$ cat src/rtl/sevenseg_scan_decoder_if.sv
// Multiplexed seven-segment bus as seen by the scan decoder, plus the decoded results.
interface sevenseg_scan_decoder_if;
  logic [3:0] an;
  logic [6:0] seg;
  logic       dp;
  logic [3:0] d3;
  logic [3:0] d2;
  logic [3:0] d1;
  logic [3:0] d0;
  logic [3:0] dp_out;
  logic [3:0] digit_valid;
  logic       frame_valid;
  logic       err_multi;
  logic       err_pattern;

  modport master (
    output an, seg, dp,
    input  d3, d2, d1, d0, dp_out, digit_valid, frame_valid, err_multi, err_pattern
  );

  modport slave (
    input  an, seg, dp,
    output d3, d2, d1, d0, dp_out, digit_valid, frame_valid, err_multi, err_pattern
  );
endinterface

$ cat src/rtl/sevenseg_scan_decoder.sv
// Watches a multiplexed seven-segment bus, waits for each scan slot to settle,
// decodes the lit segments back to a digit value and reports frame completion.
module sevenseg_scan_decoder #(
  parameter bit          SEG_ACTIVE_LOW = 1'b1,
  parameter bit          AN_ACTIVE_LOW  = 1'b1,
  parameter int unsigned STABLE_CYCLES  = 4,
  parameter logic [3:0]  DIGIT_MASK     = 4'b0011
) (
  input logic                    clk,
  input logic                    rst_n,
  sevenseg_scan_decoder_if.slave bus
);
  localparam int unsigned NDIG  = 4;
  localparam int unsigned SEGW  = 7;
  localparam int unsigned SNAPW = NDIG + SEGW + 1;
  localparam int unsigned CNTW  = 8;

  localparam logic [CNTW-1:0]  CNT_HOLD  = CNTW'(STABLE_CYCLES);
  localparam logic [CNTW-1:0]  CNT_LAST  = CNTW'(STABLE_CYCLES - 1);
  localparam logic [SNAPW-1:0] SNAP_IDLE = {{NDIG{AN_ACTIVE_LOW}}, {SEGW{SEG_ACTIVE_LOW}}, SEG_ACTIVE_LOW};

  localparam logic [0:0] SETTLE = 1'b0;
  localparam logic [0:0] HOLD   = 1'b1;

  logic [SNAPW-1:0]          snap_q, snap_d, snap_c;
  logic [CNTW-1:0]           cnt_q, cnt_d;
  logic [0:0]                state_q, state_d;
  logic [NDIG-1:0][3:0]      dig_q, dig_d;
  logic [NDIG-1:0]           dp_q, dp_d;
  logic [NDIG-1:0]           valid_q, valid_d;
  logic [NDIG-1:0]           seen_q, seen_d;
  logic                      frame_q, frame_d;
  logic                      multi_q, multi_d;
  logic                      pattern_q, pattern_d;

  logic [NDIG-1:0]           en_c;
  logic [SEGW-1:0]           lit_c;
  logic                      dp_lit_c;
  logic [2:0]                n_en_c;
  logic [1:0]                idx_c;
  logic                      capture_c;
  logic [3:0]                code_c;
  logic [NDIG-1:0]           seen_new_c;

  // Segment pattern (gfedcba, 1 = lit) back to a digit; blank is F, junk is E.
  function automatic logic [3:0] decode(input logic [SEGW-1:0] lit);
    case (lit)
      7'b0111111: decode = 4'h0;
      7'b0000110: decode = 4'h1;
      7'b1011011: decode = 4'h2;
      7'b1001111: decode = 4'h3;
      7'b1100110: decode = 4'h4;
      7'b1101101: decode = 4'h5;
      7'b1111101: decode = 4'h6;
      7'b0000111: decode = 4'h7;
      7'b1111111: decode = 4'h8;
      7'b1101111: decode = 4'h9;
      7'b0000000: decode = 4'hF;
      default:    decode = 4'hE;
    endcase
  endfunction

  assign snap_c   = {bus.an, bus.seg, bus.dp};
  assign en_c     = AN_ACTIVE_LOW  ? ~bus.an  : bus.an;
  assign lit_c    = SEG_ACTIVE_LOW ? ~bus.seg : bus.seg;
  assign dp_lit_c = SEG_ACTIVE_LOW ? ~bus.dp  : bus.dp;

  always_ff @(posedge clk or negedge rst_n) begin
    if (!rst_n) begin
      snap_q    <= SNAP_IDLE;
      cnt_q     <= CNT_HOLD;
      state_q   <= HOLD;
      dig_q     <= {NDIG{4'hF}};
      dp_q      <= '0;
      valid_q   <= '0;
      seen_q    <= '0;
      frame_q   <= 1'b0;
      multi_q   <= 1'b0;
      pattern_q <= 1'b0;
    end else begin
      snap_q    <= snap_d;
      cnt_q     <= cnt_d;
      state_q   <= state_d;
      dig_q     <= dig_d;
      dp_q      <= dp_d;
      valid_q   <= valid_d;
      seen_q    <= seen_d;
      frame_q   <= frame_d;
      multi_q   <= multi_d;
      pattern_q <= pattern_d;
    end
  end

  always_comb begin
    snap_d     = snap_q;
    cnt_d      = cnt_q;
    state_d    = state_q;
    dig_d      = dig_q;
    dp_d       = dp_q;
    valid_d    = valid_q;
    seen_d     = seen_q;
    frame_d    = 1'b0;
    multi_d    = 1'b0;
    pattern_d  = 1'b0;
    n_en_c     = '0;
    idx_c      = '0;
    capture_c  = 1'b0;
    code_c     = decode(lit_c);
    seen_new_c = seen_q;

    for (int i = 0; i < NDIG; i++) begin
      if (en_c[i]) begin
        n_en_c = n_en_c + 3'(en_c[i]);
        idx_c  = 2'(i);
      end
    end

    // Any bus change restarts settling; capture fires once, on the last settling edge.
    if (snap_c != snap_q) begin
      snap_d  = snap_c;
      cnt_d   = '0;
      state_d = SETTLE;
    end else if (cnt_q != CNT_HOLD) begin
      cnt_d     = cnt_q + 8'd1;
      state_d   = (cnt_q == CNT_LAST) ? HOLD : SETTLE;
      capture_c = (state_q == SETTLE) && (cnt_q == CNT_LAST);
    end

    if (capture_c) begin
      if (n_en_c > 3'd1) begin
        multi_d = 1'b1;
      end else if (n_en_c == 3'd1) begin
        dig_d[idx_c]   = code_c;
        dp_d[idx_c]    = dp_lit_c;
        valid_d[idx_c] = 1'b1;
        pattern_d      = (code_c == 4'hE);
        seen_new_c     = seen_q | (4'b0001 << idx_c);
        // An empty mask can never complete a frame.
        if ((DIGIT_MASK != 4'b0000) && ((seen_new_c & DIGIT_MASK) == DIGIT_MASK)) begin
          frame_d = 1'b1;
          seen_d  = '0;
        end else begin
          seen_d  = seen_new_c;
        end
      end
    end
  end

  assign bus.d0          = dig_q[0];
  assign bus.d1          = dig_q[1];
  assign bus.d2          = dig_q[2];
  assign bus.d3          = dig_q[3];
  assign bus.dp_out      = dp_q;
  assign bus.digit_valid = valid_q;
  assign bus.frame_valid = frame_q;
  assign bus.err_multi   = multi_q;
  assign bus.err_pattern = pattern_q;
endmodule

$ cat src/flat_wrapper.sv
// flat-port wrapper written by rule: the top's interface ports become plain ports
module sevenseg_scan_decoder_flat 
#(
  parameter bit          SEG_ACTIVE_LOW = 1'b1,
  parameter bit          AN_ACTIVE_LOW  = 1'b1,
  parameter int unsigned STABLE_CYCLES  = 4,
  parameter logic [3:0]  DIGIT_MASK     = 4'b0011
)
  (clk, rst_n, bus_an, bus_seg, bus_dp, bus_d3, bus_d2, bus_d1, bus_d0, bus_dp_out, bus_digit_valid, bus_frame_valid, bus_err_multi, bus_err_pattern);
  sevenseg_scan_decoder_if bus_i ();
  input logic clk;
  input logic rst_n;
  input wire logic [$bits(bus_i.an)-1:0] bus_an;
  input wire logic [$bits(bus_i.seg)-1:0] bus_seg;
  input wire logic [$bits(bus_i.dp)-1:0] bus_dp;
  output wire logic [$bits(bus_i.d3)-1:0] bus_d3;
  output wire logic [$bits(bus_i.d2)-1:0] bus_d2;
  output wire logic [$bits(bus_i.d1)-1:0] bus_d1;
  output wire logic [$bits(bus_i.d0)-1:0] bus_d0;
  output wire logic [$bits(bus_i.dp_out)-1:0] bus_dp_out;
  output wire logic [$bits(bus_i.digit_valid)-1:0] bus_digit_valid;
  output wire logic [$bits(bus_i.frame_valid)-1:0] bus_frame_valid;
  output wire logic [$bits(bus_i.err_multi)-1:0] bus_err_multi;
  output wire logic [$bits(bus_i.err_pattern)-1:0] bus_err_pattern;
  assign bus_i.an = bus_an;
  assign bus_i.seg = bus_seg;
  assign bus_i.dp = bus_dp;
  assign bus_d3 = bus_i.d3;
  assign bus_d2 = bus_i.d2;
  assign bus_d1 = bus_i.d1;
  assign bus_d0 = bus_i.d0;
  assign bus_dp_out = bus_i.dp_out;
  assign bus_digit_valid = bus_i.digit_valid;
  assign bus_frame_valid = bus_i.frame_valid;
  assign bus_err_multi = bus_i.err_multi;
  assign bus_err_pattern = bus_i.err_pattern;
  sevenseg_scan_decoder #(.SEG_ACTIVE_LOW(SEG_ACTIVE_LOW), .AN_ACTIVE_LOW(AN_ACTIVE_LOW), .STABLE_CYCLES(STABLE_CYCLES), .DIGIT_MASK(DIGIT_MASK)) u_core (.clk(clk), .rst_n(rst_n), .bus(bus_i));
endmodule
$ cat config.mk
export PLATFORM = sky130hd
export DESIGN_NAME = sevenseg_scan_decoder_flat
export DESIGN_NICKNAME = d
export VERILOG_FILES = /design/src/rtl/sevenseg_scan_decoder_if.sv /design/src/rtl/sevenseg_scan_decoder.sv /design/src/flat_wrapper.sv
export SDC_FILE = /design/constraint.sdc
export NUM_CORES = 1
export LEC_CHECK = 0
export ABC_AREA = 1
export CORE_UTILIZATION = 40
export DETAILED_ROUTE_END_ITERATION = 8
export PLACE_DENSITY_LB_ADDON = 0.05
export SLEW_MARGIN = 20
export SYNTH_ARGS = -nofsm -noshare
export SYNTH_HDL_FRONTEND = slang
export SYNTH_SLANG_ARGS = --single-unit
$ cat constraint.sdc
create_clock -name clk -period 4.1 [get_ports clk]
set_clock_uncertainty 0.1 [all_clocks]
set_input_delay 0.82 -clock clk [delete_from_list [all_inputs] [get_ports clk]]
set_output_delay 0.82 -clock clk [all_outputs]
set_load 0.01 [all_outputs]
==> flow_summary.json <==
{
  "fp.dieArea_um2": 7220,
  "fin_crit_sh_pct": 85.6,
  "wl_per_cell_um": 12.2,
  "synthesis.instances": 354,
  "drive_gt1_share_pct": 16.0,
  "clockBufferDepth": 2,
  "synth-main-ff-cell": "dfstp_2",
  "postCtsResizedCells": 0,
  "critPathCaptureType": "register",
  "irDropWorstVdd_mv": 0.268,
  "port_buffers": 40,
  "synthTopCellsByArea": "dfstp_2 29%, dfrtp_1 18%, nand2_1 17%",
  "post_cts_buffers": 0,
  "arrival_ns": 3.61,
  "core_area_um2": 6490,
  "synth_nets": 376,
  "yosysMostFrequentCell": "nand2_1",
  "cts_max_level": 2,
  "ctsHoldBuffers": 0,
  "first_iter_violations": 57,
  "yosysSeqAreaShare_pct": 46.8,
  "cts_root_buf": "clkbuf_8",
  "grt_usage_pct": 17.4,
  "ys_seq_elements": 50,
  "crit_slowest_cell": "clkdlybuf4s50_1",
  "tns_ns": 0,
  "num_rows": 29,
  "area_delta_synth_final_pct": 19.3,
  "slowest_delay_ns": 0.61,
  "cellPowerDensity_nw_per_um2": 294,
  "die_width_um": 85.0,
  "die_h_um": 85.0,
  "drcViolationCount": 1,
  "worstSetupPathType": "input port to register",
  "via_per_inst": 4.82,
  "yosysTopAreaCell": "dfstp_2",
  "max_slew_margin_pct": 52.8,
  "fmax_mhz": 285,
  "drt-total-wl_um": 5640,
  "status": "complete, but fails checks",
  "drv_slew": 0,
  "fin_crit_ns": 3.51,
  "dpl.hpwl_um": 4290,
  "yosysWarnings": 0,
  "grt_pass1_vias": 2152,
  "drt_first_pass_iters": 6,
  "synth_edf_count": 0,
  "worstPathCellList": "clkdlybuf4s50_1, inv_2, fa_1, ha_1, ha_1, or2_1, o21ai_2, nand2_2, nor2_4, nand4_1, nand2_1, nand2_1",
  "violations": "design-rule violations",
  "setup_violations": 0,
  "dp_slack_ns": 0.280,
  "num_antenna_cells": 0,
  "antenna_found_initial": 0,
  "fin_ws_ns": 0.589,
  "crit_required_ns": 4.20,
  "grt_remaining_overflow": 0,
  "antenna_left": 0,
  "syn-cell-area_um2": 2750,
  "holdCritPathClass": "register to register",
  "startpoint_type": "input port",
  "p_leak_nw": 1.58,
  "layout.nets": 408,
  "synthArstFlopShare_pct": 100,
  "yosysUniqueCellTypes": 33,
  "cts_tree": "built",
  "ioPinCount": 41,
  "synth_commonest_cells": "128 x nand2_1, 38 x inv_1, 31 x nor2_1, 30 x dfstp_2, 20 x dfrtp_1",
  "worstSkewPairLatency_ns": 0.31,
  "place.gp.congestion": 0.749,
  "clock-sinks": 50,
  "vias": 2236,
  "tightestPinTransition_ns": 0.708,
  "grt_first_pass_wirelength_um": 9940,
  "grt_start_max_net_pins": 33,
  "maxCapViolations": 0,
  "yosysTopAreaCellShare_pct": 28.6,
  "rsz0062_at_grt": "false",
  "start_util_pct": 42.4,
  "cts_buffers": 5,
  "avgSynthCellArea_um2": 7.78,
  "clk_pin_slew_worst_paths_ns": 0.10,
  "crit_path_max_fanout": 15,
  "finalHoldViolations": 0
}
-- kinds of logic after synthesis --
logic type      count (synthesis)  share of synthesized area [%]
xor+xnor                        4                           1.27
flops                          50                           46.8
compound gates                 21                           4.18
fa+ha+maj                       8                           3.91
simple gates                  213                           35.2
buf+inv                        58                           8.68
-- layer usage --
layer	wire length [µm]	vias to the layer above	global-route usage [%]
li1	-	1156	-
met1	2710	1037	23.6
met2	2720	36	28.9
met3	148	7	3.02
met4	60	0	4.93
met5	0	-	0
-- layout make-up --
cell class              count  area (µm²)
fillers                   635        3210
flip-flops and latches     50        1290
inverters                  42         158
clock buffers               5        68.8
clock inverters             3        43.8
repair buffers             41         403
multi-input cells         246        1230
well taps                  77        96.3
-- critical path, delay by kind of cell --
kind | cells | cell delay, ns
simple gates | 6 | 1.13
fa+ha+maj | 3 | 0.89
buf+inv | 2 | 0.70
compound gates | 1 | 0.08
-- placed cells by master (no fill, tap or decap), types with 2 or more instances in the layout --
cell,Yosys,final
nand2_1,128,128
clkdlybuf4s50_1,0,39
inv_1,38,38
nor2_1,31,31
dfstp_2,30,30
dfrtp_1,20,20
nand3_1,18,18
nand4_1,13,13
a21oi_1,8,8
o21ai_0,7,7
ha_1,7,7
nand2_2,5,5
clkbuf_8,0,5
inv_2,4,4
nor3_1,4,4
nor2_2,4,4
xnor2_1,3,3
nor2_4,3,3
o211ai_1,2,2
o21ai_1,2,2
-- registers in the layout, summed over array words and instances, names as in the netlist, 2 cells and up --
signal and cells:
u_core.bus.dp_out 4, u_core.bus.d2 4, u_core.bus.d1 4, u_core.snap_q 12, u_core.cnt_q 8, u_core.seen_q 2
u_core.bus.digit_valid 4, u_core.bus.d3 4, u_core.bus.d0 4
-- through the flow --
step	cell area [µm²]	hold WS, ns	total power, W	utilization (%)	instances
6_report	3280	0.369	0.000965	50.6	464
5_1_grt	3280	0.394	0.00101	50.6	464
4_1_cts	3280	0.372	0.000982	50.6	464
3_5_place_dp	3170	0.357	0.000617	48.8	456
3_3_place_gp	3170	0.348	0.000615	48.8	456
2_1_floorplan	2750	0.359	0.000581	-	354
-- power by group --
group | internal (W) | leakage [nW] | switching [W] | total (W)
combinational | 0.0000321 | 0.948 | 0.0000673 | 0.0000993
sequential | 0.000505 | 0.570 | 0.00000284 | 0.000508
clock | 0.000183 | 0.0585 | 0.000175 | 0.000358
total | 0.000720 | 1.58 | 0.000245 | 0.000965
-- final timing paths --
path,start,end,slack (ns),depth (start not counted)
max,bus_an[2],u_core.bus.dp_out[1],0.59,12
min,u_core.bus.d3[0],u_core.bus.d3[0],0.37,2
max reg2reg,u_core.snap_q[4],u_core.bus.dp_out[1],2.10,9
min reg2reg,u_core.bus.d3[0],u_core.bus.d3[0],0.37,2
max in group asynchronous,rst_n,u_core.snap_q[0],2.65,2
min in group asynchronous,rst_n,u_core.bus.dp_out[3],0.45,1
Note: power is estimated with default switching activity, not from simulation.
